==> config.mk <==
export PLATFORM = sky130hd
export DESIGN_NAME = fetch_stage
export DESIGN_NICKNAME = d
export VERILOG_FILES = /design/src/rtl/riscv_pkg.sv /design/src/rtl/if_id_reg.sv /design/src/rtl/fetch_stage.sv
export SDC_FILE = /design/constraint.sdc
export NUM_CORES = 1
export LEC_CHECK = 0
export ABC_AREA = 1
export CAP_MARGIN = 40
export CORE_ASPECT_RATIO = 1.1
export CORE_MARGIN = 1
export CORE_UTILIZATION = 49
export CTS_BUF_LIST = sky130_fd_sc_hd__clkbuf_8
export DETAILED_ROUTE_END_ITERATION = 8
export HOLD_SLACK_MARGIN = 0.08
export PLACE_DENSITY = 0.82
export SLEW_MARGIN = 10
export SYNTH_ARGS = -nofsm -noshare
export SYNTH_HDL_FRONTEND = slang
export SYNTH_SLANG_ARGS = --single-unit
==> constraint.sdc <==
create_clock -name clk -period 2.2 [get_ports clk]
set_clock_uncertainty 0.05 [all_clocks]
set_input_delay 0.44 -clock clk [delete_from_list [all_inputs] [get_ports clk]]
set_output_delay 0.44 -clock clk [all_outputs]
set_load 0.02 [all_outputs]
==> src/rtl/riscv_pkg.sv <==
// Shared constants and types for the RV32I pipeline front end.
package riscv_pkg;

    localparam logic [31:0] NOP_INSTR        = 32'h0000_0013;  // addi x0, x0, 0
    localparam logic [31:0] RESET_PC_DEFAULT = 32'h0000_0000;

    typedef enum logic {
        RUN,
        DRAIN
    } fetch_state_e;

endpackage

==> src/rtl/if_id_reg.sv <==
// IF/ID pipeline register: reset, then flush, then stall, then load, else bubble.
module if_id_reg
    import riscv_pkg::*;
#(
    parameter int XLEN = 32
) (
    input  logic            clk,
    input  logic            rst,
    input  logic            flush_i,
    input  logic            stall_i,
    input  logic            load_i,
    input  logic [31:0]     instr_i,
    input  logic [XLEN-1:0] pc_i,
    input  logic [XLEN-1:0] pc_plus4_i,
    output logic [31:0]     instr_o,
    output logic [XLEN-1:0] pc_o,
    output logic [XLEN-1:0] pc_plus4_o,
    output logic            valid_o
);

    logic [31:0]     instr_q, instr_d;
    logic [XLEN-1:0] pc_q, pc_d;
    logic [XLEN-1:0] pc_plus4_q, pc_plus4_d;
    logic            valid_q, valid_d;

    always_comb begin
        // NOTE: every next-state signal gets its default first so no path leaves it unassigned (no latch).
        instr_d    = instr_q;
        pc_d       = pc_q;
        pc_plus4_d = pc_plus4_q;
        valid_d    = valid_q;
        if (flush_i) begin
            instr_d = NOP_INSTR;
            valid_d = 1'b0;
        end else if (stall_i) begin
            // hold every field
        end else if (load_i) begin
            instr_d    = instr_i;
            pc_d       = pc_i;
            pc_plus4_d = pc_plus4_i;
            valid_d    = 1'b1;
        end else begin
            instr_d = NOP_INSTR;
            valid_d = 1'b0;
        end
    end

    always_ff @(posedge clk) begin
        // NOTE: state registers use non-blocking assignments so all flops update together at the edge.
        if (!rst) begin
            instr_q    <= NOP_INSTR;
            pc_q       <= '0;
            pc_plus4_q <= '0;
            valid_q    <= 1'b0;
        end else begin
            instr_q    <= instr_d;
            pc_q       <= pc_d;
            pc_plus4_q <= pc_plus4_d;
            valid_q    <= valid_d;
        end
    end

    assign instr_o    = instr_q;
    assign pc_o       = pc_q;
    assign pc_plus4_o = pc_plus4_q;
    assign valid_o    = valid_q;

endmodule

==> src/rtl/fetch_stage.sv <==
// Instruction fetch: PC, imem request handshake with wait states, redirect drain FSM.
module fetch_stage
    import riscv_pkg::*;
#(
    parameter int              XLEN     = 32,
    parameter logic [XLEN-1:0] RESET_PC = RESET_PC_DEFAULT
) (
    input  logic            clk,
    input  logic            rst,
    input  logic            StallF,
    input  logic            StallD,
    input  logic            FlushD,
    input  logic            PCSrcE,
    input  logic [XLEN-1:0] PCTargetE,
    output logic            imem_req,
    output logic [XLEN-1:0] imem_addr,
    input  logic            imem_ready,
    input  logic [31:0]     imem_rdata,
    output logic [31:0]     InstrD,
    output logic [XLEN-1:0] PCD,
    output logic [XLEN-1:0] PCPlus4D,
    output logic            ValidD
);

    fetch_state_e    state_q, state_d;
    logic [XLEN-1:0] pcf_q, pcf_d;
    logic [XLEN-1:0] target_q, target_d;
    logic            req_q;
    logic [XLEN-1:0] pc_plus4;
    logic [XLEN-1:0] redirect_pc;
    logic            fire;
    logic            load_d;

    assign fire        = req_q & imem_ready;
    assign pc_plus4    = pcf_q + XLEN'(4);
    assign redirect_pc = {PCTargetE[XLEN-1:2], 2'b00};

    always_comb begin
        state_d  = state_q;
        pcf_d    = pcf_q;
        target_d = target_q;
        unique case (state_q)
            RUN: begin
                if (PCSrcE && fire) begin
                    pcf_d = redirect_pc;
                end else if (PCSrcE) begin
                    // The in-flight request cannot be retracted, so park the target until it lands.
                    target_d = redirect_pc;
                    state_d  = DRAIN;
                end else if (StallF) begin
                    pcf_d = pcf_q;
                end else if (fire) begin
                    pcf_d = pc_plus4;
                end
            end
            DRAIN: begin
                if (PCSrcE) target_d = redirect_pc;
                if (fire) begin
                    pcf_d   = PCSrcE ? redirect_pc : target_q;
                    state_d = RUN;
                end
            end
            default: state_d = RUN;
        endcase
    end

    assign load_d = (state_q == RUN) && fire && !PCSrcE && !StallF;

    always_ff @(posedge clk) begin
        // NOTE: the saved target is reset too, so a redirect pending at reset can never resurface.
        if (!rst) begin
            state_q  <= RUN;
            pcf_q    <= RESET_PC;
            target_q <= '0;
            req_q    <= 1'b0;
        end else begin
            state_q  <= state_d;
            pcf_q    <= pcf_d;
            target_q <= target_d;
            req_q    <= 1'b1;
        end
    end

    assign imem_req  = req_q;
    assign imem_addr = pcf_q;

    if_id_reg #(.XLEN(XLEN)) u_if_id (
        .clk        (clk),
        .rst        (rst),
        .flush_i    (FlushD),
        .stall_i    (StallD),
        .load_i     (load_d),
        .instr_i    (imem_rdata),
        .pc_i       (pcf_q),
        .pc_plus4_i (pc_plus4),
        .instr_o    (InstrD),
        .pc_o       (PCD),
        .pc_plus4_o (PCPlus4D),
        .valid_o    (ValidD)
    );

endmodule

==> flow_metrics.tcl <==
set metrics [dict create \
    grt_max_degree 99 \
    cts_sinks 161 \
    coreArea_um2 13900 \
    fp.dieArea_um2 14700 \
    cts.reportedPaths.clkPinSlew_ps 80 \
    p_leak_nw 3.79 \
    cts-root-buf "clkbuf_8" \
    min_period_ps 2110 \
    yosysTopAreaCell "dfxtp_1" \
    period_share_pct 96.0 \
    drt_first_iter_violations 578 \
    wire_per_inst_um 15.1 \
    critPathKind "flip-flop to output pin" \
    via_per_inst 5.22 \
    status "completed" \
    firstDrtPassIters 6 \
    path_cells "clkdlybuf4s50_1" \
    synth_seq_cells 161 \
    crit_path_max_incr_delay_ps 670 \
    dpl.hpwl_um 14800 \
    synth-edff-count 0 \
    crit_fanout 7 \
    synthTopCellsByArea "dfxtp_1 (46%), nand2_1 (10%), nor2_1 (7.9%), a21oi_1 (7.8%), o21ai_0 (7.3%)" \
    fin_util_pct 69.7 \
    holdBufCountCts 0 \
    syn_to_final_growth_pct 38.8 \
    grt_pass1_vias 6404 \
    grt_usage_pct 28.2 \
    holdWs_ps 378 \
    cts_tree "done" \
    synth.distinct_cells 34 \
    htreeDepth 4 \
    start_kind "flip-flop" \
    io_pins 201 \
    die_w_um 116 \
    cp.required_ps 1710 \
    antenna_found_initial 0 \
    fin_area_um2 9650 \
    grt_setup_unrepaired "false" \
    clockBufferDepth 2 \
    antenna_cells 0 \
    syn_area_um2 6950 \
    portBuffers 198 \
    arrival_ps 1620 \
    crit_family "buffers and inverters" \
    ant_nets 0 \
    clock_latency_ps 460 \
    route.detailed.drc 0 \
    globalplace.congestion 0.926 \
    ys_seq_area_share_pct 46.4 \
    peakVddDrop_mv 0.534 \
    routed_wirelength_um 20400 \
    vias 7062 \
    hold_class "input pin to flip-flop" \
    worst_pin_slew_ps 596 \
    drv_cap 0 \
    relSlewSlack_pct 60.2 \
    cp_num_buf_inv 1 \
    grt.overflow.total 0 \
    syn_nets 1029 \
    synth_top_area_share_pct 46.4 \
    clock.fmax_mhz 473 \
    avgSynthCellArea_um2 7.26 \
    place_area_um2 9210 \
    cp-end-kind "output pin" \
    async_flop_share_pct 0 \
    hold_viol 0 \
    cts_inserted_buffers 17 \
    rows 45 \
    setup_violations 0 \
    slowest_stage "clkdlybuf4s50_1" \
    start_util_pct 50.2 \
    drive_gt1_share_pct 7.82 \
    netlist_instances 957 \
    ys_warn_count 0 \
    slew_viol_final 0 \
    yosys_most_used_dff "dfxtp_1" \
    grt_pass1_wl_um 32000 \
    nNetsFinal 1224 \
    powerDensity_nw_per_um2 651 \
    chipHeight_um 127 \
]
final timing paths:
path | from | to | slack (ps) | depth (start not counted)
setup / recovery | imem_addr[4] | imem_addr[4] | 90 | 1
hold / removal | rst | u_if_id.instr_o[1] | 380 | 5
setup reg to reg | imem_addr[2] | u_if_id.pc_plus4_o[20] | 430 | 10
hold reg to reg | target_q[1] | target_q[1] | 400 | 2
metrics by stage:
step	TNS [ps]	std cells	setup WS, ps	power, W
after floorplan	0	957	487	0.00352
after global placement	0	1320	21.0	0.00389
after detailed placement	-41.6	1321	-17.0	0.00391
after CTS	0	1352	20.5	0.00630
after global routing	0	1352	40.6	0.00652
final	0	1352	87.6	0.00628
area by class of cell:
cell class	instances	area (um^2)
clock buffers	18	248
clock inverters	13	193
fillers	1142	4200
inverters	75	282
multi-input cells	662	3130
flip-flops and latches	161	3220
well taps	188	235
repair buffers	235	2340
power by group:
group,switching (W),internal (W)
logic,0.000422,0.000345
clock network,0.00107,0.00136
registers,0.0000825,0.00301
total,0.00157,0.00471
registers in the layout (all words and copies together), names as in the netlist:
register / cells
u_if_id.valid_o: 1
u_if_id.pc_plus4_o: 30
state_q: 1
target_q: 32
imem_req: 1
u_if_id.instr_o: 32
u_if_id.pc_o: 32
imem_addr: 32
per-layer routing:
metal | routed length, um | vias up | GRT usage (%)
li1 | - | 3512 | -
met1 | 8550 | 3224 | 35.4
met2 | 9860 | 285 | 46.1
met3 | 1460 | 41 | 7.17
met4 | 580 | 0 | 11.1
met5 | 0 | - | 0
cells in the final DEF (no fill, tap or decap), types with 11 or more instances in the layout:
cell	count
clkdlybuf4s50_1	196
nand2_1	187
dfxtp_1	161
nor2_1	146
a21oi_1	108
o21ai_0	101
inv_1	71
nand3_1	34
buf_4	30
clkbuf_8	18
o211ai_1	13
a211oi_1	11
xor2_1	11
what timing repair did:
action,in CTS,in global routing
resized for setup,0,1
setup endpoints to repair,0,1
buffers inserted,0,0
cell usage after synthesis, drive strengths merged, types with 3 or more instances:
cell,number
a221oi,4
o22ai,5
nor2,157
a31oi,3
o211ai,13
xnor2,3
nand3,34
nor3,3
xor2,11
o21ai,111
inv,75
clkbuf,28
a211oi,11
a21oi,109
dfxtp,161
nand2,191
buf,31
logic make-up (layout without fill, tap and decap cells):
group                    Yosys count  after routing  synth area share [%]
XOR/XNOR                          14             14                  1.76
AND/OR/NAND/NOR                  390            390                  23.2
buffers and inverters            134            341                  8.60
flip-flops                       161            161                  46.4
adder cells (fa/ha/maj)            1              1                 0.180
AO/OA/AOI/OAI                    257            257                  19.9
No activity file was read; power rests on OpenSTA's default activity.
